===== src/rtl/nn_train_ctrl.sv =====
// Training-loop sequencer: per epoch runs hidden forward, output forward (waits on loss),
// then a per-neuron weight write sweep, until the latched epoch count is reached.
module nn_train_ctrl #(
    parameter int HID_N   = 8,
    parameter int FWD_CYC = 2,
    parameter int TMO     = 16
) (
    input  logic       clk_i,
    input  logic       rst_i,
    input  logic       en_i,
    input  logic       start_i,
    input  logic       abort_i,
    input  logic [7:0] epochs_i,
    input  logic       loss_valid_i,
    output logic       f0_pass_o,
    output logic       f1_pass_o,
    output logic       b_pass_o,
    output logic       wr_en_o,
    output logic [2:0] wr_idx_o,
    output logic [7:0] epoch_o,
    output logic       busy_o,
    output logic       done_o,
    output logic       err_o
);

    localparam int CNT_W = 8;
    localparam int TMO_W = (TMO > 1) ? $clog2(TMO) : 1;

    typedef enum logic [2:0] {
        S_IDLE,
        S_F0,
        S_F1,
        S_BP,
        S_CHK,
        S_DONE
    } state_t;

    state_t           state_q, state_d;
    logic [CNT_W-1:0] cnt_q, cnt_d;
    logic [TMO_W-1:0] tmo_q, tmo_d;
    logic [7:0]       epochs_q, epochs_d;
    logic [7:0]       epoch_q, epoch_d;
    logic [7:0]       epoch_inc;
    logic             err_q, err_d;

    logic             f0_q, f0_d;
    logic             f1_q, f1_d;
    logic             bp_q, bp_d;
    logic [2:0]       idx_q, idx_d;
    logic             busy_q, busy_d;
    logic             done_q, done_d;

    assign epoch_inc = epoch_q + 8'd1;

    always_comb begin
        state_d  = state_q;
        cnt_d    = cnt_q;
        tmo_d    = tmo_q;
        epochs_d = epochs_q;
        epoch_d  = epoch_q;
        err_d    = err_q;

        if (en_i) begin
            // abort beats every other transition, including loss/timeout
            if ((state_q != S_IDLE) && abort_i) begin
                state_d = S_IDLE;
                cnt_d   = '0;
                tmo_d   = '0;
            end else begin
                case (state_q)
                    S_IDLE: begin
                        if (start_i) begin
                            epochs_d = epochs_i;
                            epoch_d  = 8'd0;
                            err_d    = 1'b0;
                            cnt_d    = '0;
                            state_d  = (epochs_i == 8'd0) ? S_DONE : S_F0;
                        end
                    end
                    S_F0: begin
                        if (cnt_q == CNT_W'(FWD_CYC - 1)) begin
                            state_d = S_F1;
                            cnt_d   = '0;
                            tmo_d   = '0;
                        end else begin
                            cnt_d = cnt_q + CNT_W'(1);
                        end
                    end
                    S_F1: begin
                        if (loss_valid_i) begin
                            state_d = S_BP;
                            cnt_d   = '0;
                        end else if (tmo_q == TMO_W'(TMO - 1)) begin
                            state_d = S_IDLE;
                            err_d   = 1'b1;
                            tmo_d   = '0;
                        end else begin
                            tmo_d = tmo_q + TMO_W'(1);
                        end
                    end
                    S_BP: begin
                        if (cnt_q == CNT_W'(HID_N - 1)) begin
                            state_d = S_CHK;
                            cnt_d   = '0;
                        end else begin
                            cnt_d = cnt_q + CNT_W'(1);
                        end
                    end
                    S_CHK: begin
                        epoch_d = epoch_inc;
                        cnt_d   = '0;
                        state_d = (epoch_inc == epochs_q) ? S_DONE : S_F0;
                    end
                    S_DONE: begin
                        state_d = S_IDLE;
                    end
                    default: begin
                        state_d = S_IDLE;
                    end
                endcase
            end
        end
    end

    // Outputs are registered from the next state so they line up with the state register
    always_comb begin
        f0_d   = (state_d == S_F0);
        f1_d   = (state_d == S_F1);
        bp_d   = (state_d == S_BP);
        idx_d  = (state_d == S_BP) ? cnt_d[2:0] : 3'd0;
        busy_d = (state_d != S_IDLE);
        done_d = (state_d == S_DONE);
    end

    always_ff @(posedge clk_i or negedge rst_i) begin
        if (!rst_i) begin
            state_q  <= S_IDLE;
            cnt_q    <= '0;
            tmo_q    <= '0;
            epochs_q <= 8'd0;
            epoch_q  <= 8'd0;
            err_q    <= 1'b0;
            f0_q     <= 1'b0;
            f1_q     <= 1'b0;
            bp_q     <= 1'b0;
            idx_q    <= 3'd0;
            busy_q   <= 1'b0;
            done_q   <= 1'b0;
        end else begin
            state_q  <= state_d;
            cnt_q    <= cnt_d;
            tmo_q    <= tmo_d;
            epochs_q <= epochs_d;
            epoch_q  <= epoch_d;
            err_q    <= err_d;
            f0_q     <= f0_d;
            f1_q     <= f1_d;
            bp_q     <= bp_d;
            idx_q    <= idx_d;
            busy_q   <= busy_d;
            done_q   <= done_d;
        end
    end

    assign f0_pass_o = f0_q;
    assign f1_pass_o = f1_q;
    assign b_pass_o  = bp_q;
    assign wr_en_o   = bp_q;
    assign wr_idx_o  = idx_q;
    assign epoch_o   = epoch_q;
    assign busy_o    = busy_q;
    assign done_o    = done_q;
    assign err_o     = err_q;

endmodule

===== config.mk =====
export PLATFORM = sky130hd
export DESIGN_NAME = nn_train_ctrl
export DESIGN_NICKNAME = d
export VERILOG_FILES = /design/src/rtl/nn_train_ctrl.sv
export SDC_FILE = /design/constraint.sdc
export NUM_CORES = 1
export LEC_CHECK = 0
export ABC_AREA = 1
export CORE_MARGIN = 2
export CORE_UTILIZATION = 55
export DETAILED_ROUTE_END_ITERATION = 16
export PLACE_DENSITY = 0.89
export SYNTH_ARGS = -nofsm -noshare
export SYNTH_HDL_FRONTEND = slang
export SYNTH_SLANG_ARGS = --single-unit

===== constraint.sdc =====
create_clock -name clk_i -period 2.5 [get_ports clk_i]
set_clock_uncertainty 0.15 [all_clocks]
set_input_delay 0.75 -clock clk_i [delete_from_list [all_inputs] [get_ports clk_i]]
set_output_delay 0.75 -clock clk_i [all_outputs]
set_load 0.01 [all_outputs]

==> summary.md, run 1 <==
| Metric | Value |
|---|---|
| Grt met1 use | `0.2476` |
| Avg Cell Area, Syn | `between 7 and 8 um2` |
| Post-placement setup slack | `-0.03437 ns` |
| Final std cells w/o fill | `395` |
| Buffers on Ports | `31` |
| First-pass GRT wire length | `roughly 8.6 mm` |
| Fillers | `307` |
| Synth warn | `0` |
| Met2 Use GR | `0.3900` |
| Initial antenna violation count | `0` |
| Final worst setup slack | `0.2439 ns` |
| DP Cell Count | `approximately 390` |
| Min cycle time layout | `2.256 ns` |
| Congestion Overflow GR | `0` |
| Die Y | `slightly below 70 um` |
| Largest net degree at the start of global routing | `41` |
| Total GRT Usage | `0.2231` |
| Slowest CP cell | `clkdlybuf4s50_1` |
| Final net count | `between 300 and 400` |
| Peak supply drop | `~0.44 mV` |
| HP Class | `in2async` |
| Antenna-violating nets left | `0` |
| DIE WIDTH | `about 70 um` |
| DR WL/cell | `around 12 um` |
| CP arrival | `about 1.4 ns` |
| Final GP Congestion | `between 0.8 and 0.9` |
| Slew @ Worst Pin | `roughly 0.5 ns` |
| Post-cts sizing count | `0` |
| Vias in the first global route | `about 2100` |
| Worst path bufs/invs | `1` |
| Gate count of the mapped netlist | `305` |
| Htree depth | `2` |
| Core area | `around 4000 um2` |
| Post-Syn Area | `2331 um2` |
| Clock Latency Late Sink | `approximately 0.31 ns` |
| Synth Flop Type | `dfrtp_1` |
| Seq/Total Area, Yosys | `0.4294` |
| RSZ-0062 raised after global routing | `no` |
| #FFs+latches synth | `40` |
| Fin. max-slew vios | `0` |
| Max_slew headroom | `0.6660` |
| Die area | `4775 um2` |
| Post-CTS setup buffers | `0` |
| Detailed-route DRC error count | `0` |
| CTS clock-pin slew for the worst setup and hold paths | `0.08 ns` |
| Antenna cells | `0` |
| CP endpoint kind | `output pin` |
| CTS root buf | `clkbuf_8` |
| Syn Nets | `~320` |
| Top delay family on crit path | `buffers and inverters` |
| Starting Density | `0.5786` |
| WL final | `about 5 mm` |
| DR vias | `2094` |
| LEAKAGE | `around 0.0013 uW` |
| Max Cap Viol | `0` |
| Maximum fanout along the worst path | `7` |
| Post-Place Cell Area | `about 2700 um2` |
| WP data required | `between 1.5 and 2 ns` |
| Unique masters post-synth | `38` |
| Setup-failing EPs final | `0` |
| CP startpoint kind | `flip-flop` |
| Tcrit/Tclk final | `0.9024` |
| Post-route cell area | `2798 um2` |
| Clock tree buffer depth | `2` |
| Synth-to-Final Area Change | `20.02%` |
| EDFF count, synth | `0` |
| Post-DR vias/cell | `roughly 5.3` |
| Final hold viol count | `0` |
| Crit-path cells | `clkdlybuf4s50_1` |
| TritonCTS buffer count | `5` |
| Layout cell share with drive strength beyond 1 | `0.1420` |
| Outcome | `finished, final reports clean` |
| Post-synth ARST share | `1.000` |
| Clock Sinks | `40` |
| Fmax | `around 440 MHz` |
| Final HPWL DP | `roughly 3.8 mm` |
| GR peak layer | `met2` |
| Met3 Usage GRT | `0.06725` |
| Initial drt markers | `approximately 160` |
| CTS tree | `done` |
| Crit-path max cell delay | `0.58 ns` |
| Hold-fix buffers, CTS | `0` |
| Setup CP Type | `reg2out` |
| Row count | `23` |
| DRT Pass-1 Iters | `4` |
| IO Count | `32` |
| PwrDens | `about 800 nW/um2` |
## logic make-up (layout without fill, tap and decap cells)
family,Yosys count,count (layout),synth area share
buf+inv,54,94,0.09393
flops,40,40,0.4294
simple gates,164,164,0.3349
mux,1,1,0.004831
compound gates,40,40,0.1079
fa+ha+maj,4,4,0.02147
xor+xnor,2,2,0.007516
## area by class of cell
class / instances / area (um2) / area share
Clock buffer: 6 / 82.58 / 0.02952
Multi-Input combinational cell: 211 / 1111 / 0.3971
Sequential cell: 40 / 1001 / 0.3578
Clock inverter: 2 / 10.01 / 0.003578
Tap cell: 50 / 62.56 / 0.02236
Inverter: 51 / 195.2 / 0.06977
Timing Repair Buffer: 35 / 335.3 / 0.1199
## cells in the mapped netlist (4+ instances only)
cell type	count	area [um2]
nand2_1	78	292.8
dfrtp_1	40	1001
inv_1	40	150.1
nand3_1	27	135.1
nor2_1	22	82.58
o21ai_0	21	105.1
inv_2	9	33.78
nor2_2	7	43.79
nor3_1	7	35.03
nand2_2	5	31.28
o22ai_1	5	31.28
ha_1	4	50.05
nand4_1	4	25.02
## cell usage in the layout (no fill, tap or decap), types with 2 or more instances in the layout
| cell | count |
|---|---|
| nor3b_1 | 3 |
| nor3_1 | 7 |
| clkdlybuf4s50_1 | 30 |
| o21ai_1 | 2 |
| inv_2 | 9 |
| nor2_1 | 22 |
| clkinv_2 | 3 |
| nor4_1 | 2 |
| buf_4 | 4 |
| ha_1 | 4 |
| clkbuf_8 | 6 |
| inv_1 | 40 |
| a21oi_1 | 3 |
| nand2_4 | 2 |
| o22ai_1 | 5 |
| nand2_1 | 78 |
| nor2_2 | 7 |
| nand2_2 | 5 |
| a22oi_1 | 3 |
| o21ai_0 | 21 |
| nor2_4 | 2 |
| nand4_1 | 4 |
| nand3_1 | 27 |
| dfrtp_1 | 40 |
| nor3_2 | 2 |
## metal layers
layer	up-vias	wire length (um)
met2	44	2524
met4	0	149
met3	16	234
li1	1061	-
met1	973	1979
met5	-	0
## power by group
group / leakage [uW] / internal [uW] / switching, uW
Sequential: 0.000535 / 784 / 95.7
Clock: 0.0000510 / 220 / 232
Combinational: 0.000750 / 334 / 512
## metrics by stage
step           power (uW)   TNS, ns  utilization  hold slack, ns
4_1_cts              2193         0       0.6944          0.3524
5_1_grt              2339         0       0.6944          0.3823
2_1_floorplan        1477         0            -          0.3044
6_report             2178         0       0.6944          0.3386
3_3_place_gp         1704         0       0.6714          0.3549
3_5_place_dp         1739  -0.03437       0.6714          0.3648
## state kept, by name, summed over array words and instances (netlist names)
name       cells
b_pass_o       1
state_q        3
cnt_q          8
wr_idx_o       3
epochs_q       8
tmo_q          4
busy_o         1
f0_pass_o      1
done_o         1
err_o          1
f1_pass_o      1
epoch_o        8
## final timing paths
kind	to	from	slack, ns	cells past startpoint
max	epoch_o[3]	epoch_o[3]	0.24	1
min	epoch_o[1]	rst_i	0.34	2
max reg2reg	wr_idx_o[2]	epoch_o[0]	0.46	12
min reg2reg	err_o	err_o	0.37	2
max in group asynchronous	cnt_q[1]	rst_i	1.51	2
min in group clk_i	err_o	err_o	0.37	2
(Power assumes the default switching activity.)
==> inputs of run 2 (changes only) <==
SLEW_MARGIN = 20   (was not set)
==> results of run 2 <==
The final DEF is identical to that of run 1; final timing and power are the same.
==> edit: new RTL, settings of run 2 <==
The 6 states of `state_t` get a one-hot encoding in 6 bits.
--- a/src/rtl/nn_train_ctrl.sv
+++ b/src/rtl/nn_train_ctrl.sv
@@ -28,9 +28,9 @@
 
-    typedef enum logic [2:0] {
-        S_IDLE,
-        S_F0,
-        S_F1,
-        S_BP,
-        S_CHK,
-        S_DONE
+    typedef enum logic [5:0] {
+        S_IDLE = 6'b000001,
+        S_F0   = 6'b000010,
+        S_F1   = 6'b000100,
+        S_BP   = 6'b001000,
+        S_CHK  = 6'b010000,
+        S_DONE = 6'b100000
     } state_t;
Function: same outputs for any inputs over 10 cycles, from zero or initial values and one cycle with rst_i low; not proved beyond that.
==> edit against run 2 <==
- global-route usage up 1.7 points
- sequential cell count grew 3
- total power rose by 1.6%
- worst setup slack improved by 3.6 ps
- synthesized area up 11%
- fmax grew 0.16%
- wire length is 19% higher
- cell area grew 12%
- cell count is 12% higher
- critical path depth grew 5
- critical path type is now in -> reg
- largest cell class unchanged
==> edit: results (changes against run 2) <==
| Metric | Value |
|---|---|
| Outcome | `finished clean (unchanged)` |
| Num CTS Buffers | `5 (unchanged)` |
| Detail Placement HPWL | `4438 um (was 3804 um)` |
| Synth area leaders | `dfrtp_1 (41%), nand2_1 (12%), inv_1 (8.7%) (was dfrtp_1 (43%), nand2_1 (13%), inv_1 (6.4%))` |
| Ys Warns | `0 (unchanged)` |
| WL/cell | `13.15 um (was 12.37 um)` |
| Data arrival, critical path | `2320 ps (was 1360 ps)` |
| Worst Tran Pin Value | `759.5 ps (was 500.9 ps)` |
| Final std cells w/o fill | `442 (was 395)` |
| Total Routing Usage GR | `23.98% (was 22.31%)` |
| Reg clk slew, reported paths | `80 ps (about the same)` |
| Total of max-cap violations | `0 (unchanged)` |
| Ys async rst share | `100.0% (unchanged)` |
| Layout cells sized above 1 | `12.82% (was 14.20%)` |
| Most frequent cells after synthesis | `nand2_1 (80), inv_1 (60), dfrtp_1 (42) (was nand2_1 (78), dfrtp_1 (40), inv_1 (40))` |
| Post-DP Area | `2998 um2 (was 2705 um2)` |
| Antenna violations before repair | `0 (unchanged)` |
| Syn_nets | `360 (was 323)` |
| Routability cong. | `0.8866 (was 0.8562)` |
| Worst-Skew Late Latency | `300 ps` |
| Seq/Total Area, Yosys | `41.82% (was 42.94%)` |
| Largest net degree at the start of global routing | `35 (was 41)` |
| Crit-path max FO | `7 (unchanged)` |
| Hold Path Class | `in -> async (unchanged)` |
| Max clock buf depth | `2 (unchanged)` |
| DP Worst Slack | `-37.38 ps (was -34.37 ps)` |
| # diodes | `0 (unchanged)` |
| Clock root buffer | `clkbuf_8 (unchanged)` |
| Final #Nets | `407 (was 362)` |
| Vias per cell | `5.507 (was 5.301)` |
| Lkg Pwr | `1.556 nW (was 1.336 nW)` |
| Count of unique library cells instantiated by Yosys | `38 (unchanged)` |
| Dpl cells | `431 (was 387)` |
| Initial DRC count | `164 (was 156)` |
| Htree depth | `2 (unchanged)` |
| Drt first pass iters | `4 (unchanged)` |
| Max VDD drop | `0.4644 mV (was 0.4416 mV)` |
| Port bufs | `31 (unchanged)` |
| Mapped Cells | `342 (was 305)` |
| Vias in the first global route | `2357 (was 2069)` |
| First-pass GRT wire length | `9984 um (was 8583 um)` |
[edit: cell types whose count changed in the layout (fill, tap and decap cells not counted), sizes merged, moves of 3 or more]
cell | run 2 | this run
nor3 | 9 | 6
a31oi | 0 | 4
nor3b | 3 | 0
o21ai | 25 | 18
a21oi | 5 | 11
buf | 5 | 13
inv | 50 | 65
nand4 | 4 | 16
nand3 | 29 | 37
[edit: timing repair]
item | 4_1_cts | 5_1_grt
setup endpoints to repair | 0 | 8
gates resized for setup | 0 | 2
buffers inserted | 0 | 3
[edit: worst max-delay path, cell delays in order]
cell and delay, ps:
clkdlybuf4s50_1 500, buf_4 170, nor2_1 60, a31oi_1 340
nand4_1 320, nor3_2 180
[edit: power by group]
| group | switching (mW) | internal, mW |
|---|---|---|
| clock | 0.239 | 0.323 |
| combinational | 0.461 | 0.299 |
| sequential | 0.0841 | 0.806 |
[edit: final cells by class]
cell class | count | area, um2
fill | 363 | 1300
multi-input combinational | 231 | 1244
sequential | 43 | 1079
timing repair buffer | 43 | 395.4
inverter | 65 | 244.0
clock buffer | 6 | 82.58
tap | 52 | 65.06
clock inverter | 2 | 35.03
[edit: routing by layer]
metal | vias up | global-route usage, % | routed length [um]
met5 | - | 0 | 0
met4 | 0 | 9.259 | 80
met3 | 10 | 5.139 | 332
met2 | 83 | 42.00 | 2952
met1 | 1132 | 28.87 | 2448
li1 | 1209 | - | -
[edit: final timing paths]
| check | depth (start not counted) | slack, ps | end | startpoint |
|---|---|---|---|---|
| worst max register to register | 14 | 300 | wr_idx_o[2]$_DFF_PN0_ | epoch_o[0]$_DFFE_PN0P_ |
| worst min-delay path | 1 | 360 | epoch_o[6]$_DFFE_PN0P_ | rst_i |
| worst min register to register | 2 | 360 | epochs_q[4]$_DFFE_PN0P_ | epochs_q[4]$_DFFE_PN0P_ |
| worst max-delay path | 6 | 250 | wr_idx_o[2]$_DFF_PN0_ | en_i |
| max in group asynchronous | 2 | 1230 | cnt_q[1]$_DFF_PN0_ | rst_i |
| min in group clk_i | 2 | 360 | epochs_q[4]$_DFFE_PN0P_ | epochs_q[4]$_DFFE_PN0P_ |
[edit: cells by family (layout without fill, tap and decap cells)]
logic type               after synthesis  after routing  share of synthesized area, %
AO/OA/AOI/OAI                         46             46                         10.93
XOR/XNOR                               2              2                        0.6801
adder cells (fa/ha/maj)                4              4                         1.943
buffers and inverters                 68            116                         10.10
flip-flops                            43             43                         41.82
AND/OR/NAND/NOR                      179            179                         34.53
